--- config.mk ---
export PLATFORM = sky130hd
export DESIGN_NAME = data_packet_assembler
export DESIGN_NICKNAME = d
export VERILOG_FILES = /design/src/rtl/data_packet_assembler.sv
export SDC_FILE = /design/constraint.sdc
export NUM_CORES = 1
export LEC_CHECK = 0
export ABC_AREA = 1
export CAP_MARGIN = 10
export CORE_AREA = 4 4 211 213
export DETAILED_ROUTE_END_ITERATION = 8
export DIE_AREA = 0 0 215 217
export HOLD_SLACK_MARGIN = 0.15
export SLEW_MARGIN = 20
export SYNTH_ARGS = -nofsm -noshare
export SYNTH_HDL_FRONTEND = slang
export SYNTH_SLANG_ARGS = --single-unit
--- constraint.sdc ---
create_clock -name clk_i -period 5.8 [get_ports clk_i]
set_input_delay 0.58 -clock clk_i [delete_from_list [all_inputs] [get_ports clk_i]]
set_output_delay 0.58 -clock clk_i [all_outputs]
set_load 0.02 [all_outputs]
--- src/rtl/data_packet_assembler.sv ---
// Reassembles DATA_SIZE stream chunks into one packet tagged with address and 8-bit additive checksum.
// Packet valid 1 cycle after last chunk; holds until pkt_ready_i, stream stalls meanwhile; idle timeout to ERROR.
module data_packet_assembler #(
    parameter int DATA_WIDTH     = 8,
    parameter int DATA_SIZE      = 32,
    parameter int TIMEOUT_CYCLES = 64
) (
    input  logic                            clk_i,
    input  logic                            resetn_i,
    input  logic                            start_i,
    input  logic [15:0]                     dst_address_i,
    input  logic                            byte_valid_i,
    input  logic [DATA_WIDTH-1:0]           byte_i,
    output logic                            byte_ready_o,
    output logic                            pkt_valid_o,
    input  logic                            pkt_ready_i,
    output logic [DATA_SIZE*DATA_WIDTH-1:0] pkt_data_o,
    output logic [15:0]                     pkt_addr_o,
    output logic [7:0]                      pkt_checksum_o,
    output logic                            busy_o,
    output logic                            error_o
);

    localparam int PW      = DATA_SIZE * DATA_WIDTH;
    localparam int CW      = $clog2(DATA_SIZE) + 1;
    localparam int TW      = (TIMEOUT_CYCLES > 0) ? $clog2(TIMEOUT_CYCLES + 1) : 1;
    localparam int TO_LAST = (TIMEOUT_CYCLES > 0) ? TIMEOUT_CYCLES - 1 : 0;

    typedef enum logic [1:0] {
        ST_IDLE    = 2'd0,
        ST_COLLECT = 2'd1,
        ST_HOLD    = 2'd2,
        ST_ERROR   = 2'd3
    } state_t;

    state_t          state_q;
    state_t          state_d;
    logic [CW-1:0]   cnt_q;
    logic [TW-1:0]   idle_q;
    logic [7:0]      acc_q;
    logic [PW-1:0]   data_q;
    logic [15:0]     addr_q;
    logic [7:0]      csum_q;

    logic            start_acc;
    logic            byte_acc;
    logic            last_byte;
    logic            timeout_fire;
    logic [7:0]      byte8;
    logic [7:0]      acc_next;

    always_comb begin
        start_acc    = start_i && ((state_q == ST_IDLE) || (state_q == ST_ERROR));
        byte_acc     = byte_valid_i && byte_ready_o;
        last_byte    = byte_acc && (cnt_q == CW'(DATA_SIZE - 1));
        // An accept in the firing cycle wins over the timeout.
        timeout_fire = (TIMEOUT_CYCLES > 0) && (state_q == ST_COLLECT) && !byte_acc
                       && (idle_q == TW'(TO_LAST));
        byte8        = 8'(byte_i);
        acc_next     = acc_q + byte8;
    end

    always_ff @(posedge clk_i or negedge resetn_i) begin
        if (!resetn_i) begin
            state_q <= ST_IDLE;
        end else begin
            state_q <= state_d;
        end
    end

    always_comb begin
        state_d = state_q;
        case (state_q)
            ST_IDLE: begin
                if (start_acc) state_d = ST_COLLECT;
            end
            ST_COLLECT: begin
                if (last_byte)         state_d = ST_HOLD;
                else if (timeout_fire) state_d = ST_ERROR;
            end
            ST_HOLD: begin
                if (pkt_ready_i) state_d = ST_IDLE;
            end
            ST_ERROR: begin
                if (start_acc) state_d = ST_COLLECT;
            end
            default: state_d = ST_IDLE;
        endcase
    end

    always_comb begin
        byte_ready_o = (state_q == ST_COLLECT);
        pkt_valid_o  = (state_q == ST_HOLD);
        busy_o       = (state_q == ST_COLLECT) || (state_q == ST_HOLD);
        error_o      = (state_q == ST_ERROR);
    end

    always_ff @(posedge clk_i or negedge resetn_i) begin
        if (!resetn_i) begin
            cnt_q  <= '0;
            idle_q <= '0;
            acc_q  <= '0;
            data_q <= '0;
            addr_q <= '0;
            csum_q <= '0;
        end else if (start_acc) begin
            cnt_q  <= '0;
            idle_q <= '0;
            acc_q  <= '0;
            data_q <= '0;
            addr_q <= dst_address_i;
            csum_q <= '0;
        end else if (state_q == ST_COLLECT) begin
            if (byte_acc) begin
                for (int k = 0; k < DATA_SIZE; k++) begin
                    if (cnt_q == CW'(k)) data_q[k*DATA_WIDTH +: DATA_WIDTH] <= byte_i;
                end
                cnt_q  <= cnt_q + CW'(1);
                acc_q  <= acc_next;
                idle_q <= '0;
                if (last_byte) csum_q <= acc_next;
            end else if (timeout_fire) begin
                // Partial packet is dropped on timeout.
                cnt_q  <= '0;
                acc_q  <= '0;
                data_q <= '0;
                idle_q <= '0;
            end else begin
                idle_q <= idle_q + TW'(1);
            end
        end
    end

    assign pkt_data_o     = data_q;
    assign pkt_addr_o     = addr_q;
    assign pkt_checksum_o = csum_q;

endmodule

[Word-level counts from Yosys, hierarchy flattened]
Cells that the tools add are included.
Cells by class
  add/sub/neg operators: 3
  multiplexer cells: 57
  reductions and logical operators: 50
  eq/ne operators: 70
Operators by type and width (count)
  256-bit two-way mux: 4
  8-bit two-way mux: 40
  3-bit AND reduction: 34
  6-bit by 5-bit == test with 1-bit output, second input constant: 16
  3-bit by 2-bit != test with 1-bit output, second input constant: 32
  6-bit by 4-bit == test with 1-bit output, second input constant: 8
  7-bit two-way mux: 4
  6-bit by 3-bit == test with 1-bit output, second input constant: 4
  6-bit two-way mux: 4
  6-bit by 2-bit == test with 1-bit output, second input constant: 2
  8-bit adder: 1
  2-bit two-way mux: 4
  7-bit by 1-bit adder with 7-bit output, second input constant: 1
  7-bit by 6-bit == test with 1-bit output, second input constant: 1
  6-bit by 1-bit adder with 6-bit output, second input constant: 1
  6-bit by 1-bit == test with 1-bit output, second input constant: 1
  6-bit zero test: 1
  2-bit case mux with 3 select lines: 1
  2-bit nonzero test: 3
  1-bit logical AND: 5
  2-bit == test, second input constant: 2
  2-bit by 1-bit != test with 1-bit output, second input constant: 2
  3-bit by 1-bit != test with 1-bit output, second input constant: 1
  3-bit nonzero test: 1
  6 further kinds: 7
Word-level totals
  word-level logic and storage cells: 218
  input bits: 29
  output and inout bits: 284
  register bits after elaboration: 303

[Depth between registers and ports, before layout]
  depth in word-level cells: 9
  depth in mapped cells: 12

[Worst setup path before layout]
Ideal clock, no wire load.
  path kind: register -> register
  start point: register state_q[1]
  end point: register data_q[205] (netlist: pkt_data_o[205])
  required time: 5677 ps
  arrival time: 1769 ps
  slack: 3908 ps
  path buffers: 2
  cell stages (with the launch flop): 12
  library setup time: 123 ps
  cells stage by stage: dfrtp_1 inv_1 ha_1 inv_2 nor2_4 nand3_4 nand2_8 buf_8 nand2_4 buf_6 nand2_2 o21ai_2
Between the ends
  word-level cells in the longest chain between the ends: 7
  elaborated cells between the ends (all ways): 16
  those cells by class: eq/ne: 3; mux: 3; reduce/logical: 10
Ends and longest elaborated chain
  from (decl): line 36  | state_t state_q;
  from (signal assigned): line 67  | state_q <= state_d;
  2-bit by 1-bit == test with 1-bit output (*): line 92  | byte_ready_o = (state_q == ST_COLLECT);
  via byte_ready_o: line 14  | output logic byte_ready_o,
  1-bit logical AND: line 54  | byte_acc = byte_valid_i && byte_ready_o;
  1-bit zero test: line 57  | timeout_fire = (TIMEOUT_CYCLES > 0) && (state_q == ST_COLLECT) && !byte_acc
  1-bit logical AND: line 57
  1-bit logical AND: line 58  | && (idle_q == TW'(TO_LAST));
  3-bit nonzero test (no line)
  3-bit AND reduction (no line)
  to (signal, indexed assignment): line 116  | if (cnt_q == CW'(k)) data_q[k*DATA_WIDTH +: DATA_WIDTH] <= byte_i;
  to (decl): line 41  | logic [PW-1:0] data_q;
The timed path passes the listed nets; every way through them passes the cells marked *. The select of a mux whose other input is x is not followed.
A chain may end at the register's enable or synchronous reset.

[Final worst setup path]
  start point: register state_q[0]
  end point: register data_q[187] (netlist: pkt_data_o[187])
Between the ends
  word-level cells in the longest chain between the ends: 7
  elaborated cells between the ends (all ways): 16
  those cells by class: eq/ne: 3; mux: 3; reduce/logical: 10
Ends and longest elaborated chain (line)
  2-bit by 1-bit == test with 1-bit output: 57, 92, 113
  1-bit logical AND: 54
  1-bit zero test: 57
  1-bit logical AND: 57
  1-bit logical AND: 58
  3-bit nonzero test (no line)
  3-bit AND reduction (no line)
Several ways; a longest one is shown, not always the timed one. The select of a mux whose other input is x is not followed.

==> impl_metrics.toml <==
[clock_tree]
h-tree-depth = 2
numCtsBuffers = 34
clock-sinks = 303
cts_buffer_depth = 3
cts_tree = "yes"
root_buffer = "clkbuf_16"
post_cts_buffers = 0
worstSkewPairLatency_ns = 0.53
clk_pin_slew_ns = 0.06

[final_layout]
finalCoreUtilization_pct = 39.7
nNetsFinal = 1565
drive_gt1_share_pct = 11.1
area_delta_synth_final_pct = 34.4
antenna_cells = 0

[synthesis]
synthFlopType = "dfrtp_1"
post-synth-top-count-cell = "nand2_1"
yosys_warnings = 0
ys_ff_latch = 303
netlist_top_cells_area = "dfrtp_1 (60%), nand2_1 (12%), o21ai_1 (9.0%)"
synth_edf_count = 0
yosysTopAreaCellShare_pct = 60.1
synth_nets = 1283
async_flop_share_pct = 100
synth.distinct_cells = 35
ys_seq_area_share_pct = 60.1
ys_top_cells_by_count = "nand2_1 (396), dfrtp_1 (303), o21ai_1 (226)"
synth_largest_area_cell = "dfrtp_1"
syn_avg_cell_area_um2 = 10.2
syn-instance-count = 1237
netlist_area_um2 = 12600

[route]
wl_per_cell_um = 18.1
vias = 9559
antenna_left = 0
viasPerCell = 4.58
first_iter_violations = 618
drt-total-wl_mm = 37.9
firstDrtPassIters = 5
route.detailed.drc = 0

[floorplanning]
die_area_um2 = 46700
core-area_um2 = 42700
die_h_um = 217
fp.dieW_um = 215
core.rowCount = 76
pin_count = 313
initial_core_util_pct = 29.5

[power]
p_total_mw = 10.0
p_leak_nw = 7.39
power.density_nw_per_um2 = 591
vdd.ir_drop.worst_uv = 294

[timing]
rsz0062_at_grt = "no"
slew_viol_final = 0
relSlewSlack_pct = 25.6
fmax_mhz = 325
tns_ns = 0
worst_slew_pin_slew_ns = 1.11
setup_viol = 0
finalHoldViolCount = 0
fin_crit_sh_pct = 53.1
fin_skew_ns = 0.0100
min_period_ns = 3.08

[worst_hold_path]
min_to = "pkt_data_o[200]"
worst_hold_path_type = "reg2reg"
hold_depth = 2
holdCritStartpoint = "pkt_data_o[200]"

[grt]
track_usage_pct = 16.0
globalRouteOverflowTotal = 0
grt_max_degree = 167
grt_pass1_wl_mm = 59.1
grt_pass1_vias = 9700
antenna_found_initial = 0

[critical_path]
cp.required_ns = 6.15
worstPathMaxFanout = 34
end_kind = "register"
reg2reg_slack_ns = 2.72
crit_start = "state_q[0]"
cp_data_arrival_time_ns = 3.42
rr_startpoint = "state_q[0]"
r2r_cells = 9
critPathKind = "reg2reg"
reg2reg_to = "pkt_data_o[187]"
cp-start-kind = "register"

[run_status]
outcome = "completed"

[place]
post-dp-hpwl_mm = 25.0
gp_congestion = 0.778
portBuffers = 312

[flow_run]
max-cap-violations = 0
-- per-layer routing --
metal / wire [µm] / GRT usage [%] / vias up
met5: 0 / 0 / -
met4: 799 / 4.68 / 0
met3: 2680 / 4.72 / 54
met2: 17600 / 25.7 / 271
met1: 16800 / 21.2 / 4613
li1: - / - / 4621
-- through the flow --
stage                     area [µm²]  instances  setup WS [ns]  hold slack [ns]
after floorplan                12600       1237           3.91            0.284
after global placement         15900       2028           2.53            0.464
after detailed placement       15900       2028           2.43            0.469
after CTS                      17000       2089           2.66            0.483
after global routing           17000       2089           2.40            0.500
final                          17000       2089           2.72            0.482
-- timing repair --
action	CTS	global route
hold buffers	1	0
hold endpoints to repair	66	0
resized for setup	0	0
-- cells in the final DEF, fill, tap and decap left out, drive strengths merged --
master	Yosys	layout
o22ai	1	1
nand4	7	7
o31ai	2	2
buf	53	4
o21ai	298	298
ha	16	16
xnor2	4	4
nor3	1	1
dfrtp	303	303
o32ai	1	1
inv	41	41
nand2	438	438
clkbuf	17	52
xor2	4	4
nand3	22	22
a21oi	6	6
dlygate4sd3	0	1
nor2	21	21
clkdlybuf4s50	0	311
nand3b	1	1
fa	1	1
clkinv	0	8
-- layout make-up --
cell class | count | area [µm²]
Clock buffer | 52 | 1040
Inverter | 41 | 156
Fill cell | 4192 | 25700
Multi-Input combinational cell | 823 | 4280
Timing Repair Buffer | 316 | 3170
Tap cell | 546 | 683
Sequential cell | 303 | 7580
Clock inverter | 8 | 40.0
-- registers in the layout, summed over array words and instances (netlist names) --
register        count
state_q             2
acc_q               8
idle_q              7
pkt_data_o        256
pkt_checksum_o      8
cnt_q               6
pkt_addr_o         16
-- power breakdown --
part | switching, mW | internal, mW
logic | 2.91 | 1.72
clock network | 0.860 | 1.24
registers | 0.451 | 2.83
-- kinds of logic after synthesis --
family | count (synthesis) | share of synthesized area, %
compound gates | 308 | 13.9
buf+inv | 111 | 6.12
flops | 303 | 60.1
xor+xnor | 8 | 0.556
fa+ha+maj | 17 | 1.75
simple gates | 490 | 17.6
-- critical path, cell delays in order, from the launching register on --
cell and delay (ns):
dfrtp_1 0.42, inv_1 0.06, ha_1 0.33, nand2_4 0.28, inv_4 0.17, nor2_4 0.40, buf_4 0.52, o21ai_0 0.17
nand2_1 0.35, o21ai_0 0.16
-- worst max path at each step --
| stage | end | slack, ns | cells past startpoint |
|---|---|---|---|
| 5_1_grt | pkt_data_o[187] | 2.40 | 9 |
| 3_3_place_gp | pkt_data_o[184] | 2.53 | 8 |
| 2_1_floorplan | pkt_data_o[205] | 3.91 | 11 |
| 4_1_cts | pkt_data_o[187] | 2.66 | 9 |
| 6_report | pkt_data_o[187] | 2.72 | 9 |
| 3_5_place_dp | pkt_data_o[186] | 2.43 | 8 |
Power figures use the tool's default switching activity.
==> RTL edit 1, RTL diff (same flow settings) <==
Compare `cnt_q` against `CW'(DATA_SIZE - 1)` with >= in place of ==.
--- a/src/rtl/data_packet_assembler.sv
+++ b/src/rtl/data_packet_assembler.sv
@@ -52,7 +52,7 @@
     always_comb begin
         start_acc    = start_i && ((state_q == ST_IDLE) || (state_q == ST_ERROR));
         byte_acc     = byte_valid_i && byte_ready_o;
-        last_byte    = byte_acc && (cnt_q == CW'(DATA_SIZE - 1));
+        last_byte    = byte_acc && (cnt_q >= CW'(DATA_SIZE - 1));
         // An accept in the firing cycle wins over the timeout.
         timeout_fire = (TIMEOUT_CYCLES > 0) && (state_q == ST_COLLECT) && !byte_acc
                        && (idle_q == TW'(TO_LAST));
Check against the original RTL: no difference found for any inputs over 4 cycles, from zero or initial values and one cycle with resetn_i low; that may be too few to reach the edited logic, so the function may still have changed.
==> RTL edit 1 against the original RTL <==
  * Combinational power fell by 34%
  * Worst setup slack got worse by 0.41 ns
  * Fmax fell by 12%
  * Total power fell by 19%
  * Final area rose by 6.5%
  * Wire length rose by 20%
  * Area after synthesis rose by 3.9%
  * Clock skew rose by 0.0056 ns
  * Sequential cell count did not move
==> RTL edit 1: results <==
[pwr]
comb-power_mw = 3.04
sequentialPower_mw = 2.65

[yosys]
synth-seq-area-share_pct = 57.9
synthesis.nets = 1563
avgSynthCellArea_um2 = 8.64
compound_gate_fraction_of_synth_area_pct = 3.11
number_of_distinct_library_cell_variants_in_the_gate_level_netlist_after_synthesis = 32
synth_common_cells = "sky130_fd_sc_hd__nand2_1 (658), sky130_fd_sc_hd__dfrtp_1 (303), sky130_fd_sc_hd__nand3_1 (298)"
synth_area_leaders = "sky130_fd_sc_hd__dfrtp_1 (58%), sky130_fd_sc_hd__nand2_1 (19%), sky130_fd_sc_hd__nand3_1 (11%)"

[clock_tree]
clkLatencyLatePin_ns = 0.55
cts_buffers = 37

[setup_path]
critPathMaxFanout = 25
timing.reg2reg.setup_slack_ns = 2.32
timing.critical_path.slowest_stage_cell = "sky130_fd_sc_hd__nand2_1"

[final_layout]
seq_cell_count = 303
final_design_area_no_fill_mm2 = 0.0180
layout-drive-gt1-share_pct = 7.17
layout.non_clock_inverters = 57
fillCellCount = 4157
layout_clock_buffer_count = 57

[outcome]
run_status = "finished, final reports clean"

[global_route]
use_met3_pct = 5.54
grtUsageTotal_pct = 19.1
grt_first_pass_wirelength_mm = 70.0

[placed_design]
placed_cell_area_mm2 = 0.0168
post-dp-hpwl_mm = 30.2
placed_cells_incl_taps = 2318

[timing]
setup_slack_ns = 2.32
fin_worst_skew_ns = 0.0156

[detailed_routing]
finalWirelength_mm = 45.3
met2RoutedLength_mm = 20.5
[RTL edit 1: worst min path at each step]
stage	start	end	slack (ns)
after floorplan	resetn_i	acc_q[0]$_DFFE_PN0P_	0.28
after CTS	pkt_data_o[211]$_DFFE_PN0P_	pkt_data_o[211]$_DFFE_PN0P_	0.47
after detailed placement	pkt_data_o[215]$_DFFE_PN0P_	pkt_data_o[215]$_DFFE_PN0P_	0.46
after global routing	pkt_data_o[107]$_DFFE_PN0P_	pkt_data_o[107]$_DFFE_PN0P_	0.49
final	pkt_data_o[243]$_DFFE_PN0P_	pkt_data_o[243]$_DFFE_PN0P_	0.47
after global placement	pkt_data_o[29]$_DFFE_PN0P_	pkt_data_o[29]$_DFFE_PN0P_	0.45
[RTL edit 1: timing repair]
| item | in CTS | in global routing |
|---|---|---|
| endpoints found under the hold margin | 69 | 0 |
| hold buffers | 1 | 0 |
| setup endpoints to repair | 0 | 0 |
==> RTL edit 2, RTL diff (same flow settings) <==
Without the edit above. The parameter `DATA_WIDTH` goes from 8 to 6.
--- a/src/rtl/data_packet_assembler.sv
+++ b/src/rtl/data_packet_assembler.sv
@@ -1,7 +1,7 @@
 // Reassembles DATA_SIZE stream chunks into one packet tagged with address and 8-bit additive checksum.
 // Packet valid 1 cycle after last chunk; holds until pkt_ready_i, stream stalls meanwhile; idle timeout to ERROR.
 module data_packet_assembler #(
-    parameter int DATA_WIDTH     = 8,
+    parameter int DATA_WIDTH     = 6,
     parameter int DATA_SIZE      = 32,
     parameter int TIMEOUT_CYCLES = 64
 ) (
Interface: changed (resized byte_i and pkt_data_o); port bits go from 313 to 247. No check against the original RTL was run, so the function may have changed too.
==> RTL edit 2 against the original RTL <==
  * Wire length is 8.0% lower
  * Sequential cell count shrank 64
  * Area after synthesis shrank 17%
  * Hold slack got worse by 0.012 ns
  * Final area decreased by 16%
  * Worst setup slack worse by 0.18 ns
  * Clock skew up 0.011 ns
  * Highest routed layer unchanged
Power is not compared: it rests on default switching activity, and its combinational part moved more than twofold at a synthesized area within 25%.
==> RTL edit 2: results <==
[global_route]
grt_util_met1_pct = 19.9
use_met3_pct = 4.09
gr-usage-met2_pct = 22.9
grt_start_max_net_pins = 128
grt_pass1_vias = 8582
grtUsageTotal_pct = 14.4
grt_first_pass_wirelength_mm = 53.3

[placed_design]
buffer_ports.inserted = 246
post-dp-hpwl_mm = 23.0
placed_cell_area_mm2 = 0.0133
gp_congestion = 0.794
placed_cells_incl_taps = 1928

[timing]
timing_worst_slew_pin_value_ns = 1.07
fin_worst_skew_ns = 0.0207

[detailed_routing]
detail_route.wirelength.met1_mm = 15.8
met2RoutedLength_mm = 15.8
finalWirelength_mm = 34.9
dr_wl_met3_mm = 2.87
dr.first_iter.drc_count = 608
dr_pass1_iterations = 6
drt-vias-per-instance = 4.55

[yosys]
yosys.area_share.adder_pct = 1.98
compound_gate_fraction_of_synth_area_pct = 4.98
synth_area_leaders = "sky130_fd_sc_hd__dfrtp_1 (57%), sky130_fd_sc_hd__nand2_1 (18%), sky130_fd_sc_hd__nand3_1 (9.0%)"
ys_warn_count = 0
synth_common_cells = "sky130_fd_sc_hd__nand2_1 (495), sky130_fd_sc_hd__dfrtp_1 (239), sky130_fd_sc_hd__nand3_1 (189)"
synthesis.instances = 1181
synth-seq-area-share_pct = 56.9
post_synth_xor_area_fraction_pct = 0.0834

[setup_path]
cp_slowest_stage_delay_ns = 0.70
timing.reg2reg.setup_slack_ns = 2.54
critPathMaxFanout = 28
crit_arrival_ns = 3.73
timing.critical_path.slowest_stage_cell = "sky130_fd_sc_hd__inv_2"
timing.rr.end = "pkt_data_o[40]$_DFFE_PN0P_"
worst-r2r-cell-count = 9
crit_family = "simple AND/OR/NAND/NOR gates"

[clock_tree]
clkLatencyLatePin_ns = 0.55
clock_sinks = 239
h-tree-depth = 1
clock_transition_at_path_regs_ns = 0.06
cts_buffers = 27

[final_layout]
clock_tree_area_fraction_pct = 5.88
non_filler_instances = 1974
number_of_flip_flops_in_the_largest_register = 192
comb.multi_input.count = 849
multiInputGateArea_mm2 = 0.00400
layout.non_clock_inverters = 44
fillCellCount = 4417
layout_clock_buffer_count = 37
design.final.nets = 1456
num-nonclk-buffers = 252
register_area_mm2 = 0.00598
layout-drive-gt1-share_pct = 7.91
final-nonclk-buf-share_pct = 17.9

[worst_hold_path]
holdPathEnd = "pkt_data_o[121]$_DFFE_PN0P_"
hold_path_startpoint = "pkt_data_o[121]$_DFFE_PN0P_"

[outcome]
run_status = "finished, final reports clean"
RTL edit 2: cell count changes in the layout (fill, tap and decap cells not counted), moves of 31 or more:
| cell | delta |
|---|---|
| sky130_fd_sc_hd__nand3_1 | +168 |
| sky130_fd_sc_hd__nand2_1 | +106 |
| sky130_fd_sc_hd__nand2_4 | -31 |
| sky130_fd_sc_hd__clkdlybuf4s50_1 | -66 |
| sky130_fd_sc_hd__dfrtp_1 | -64 |
| sky130_fd_sc_hd__o21ai_1 | -221 |
RTL edit 2: worst min-delay path: cells and delay by family, from the launching register on:
family           cells  cell delay, ns
flip-flops           1            0.34
AND/OR/NAND/NOR      2            0.09
RTL edit 2: through the flow:
stage,power (mW),setup WS (ns),utilization [%]
after floorplan,3.42,3.94,-
after global placement,4.03,2.31,31.2
after detailed placement,4.05,2.26,31.2
after CTS,5.75,2.50,33.2
after global routing,6.03,2.24,33.3
final,5.68,2.54,33.3
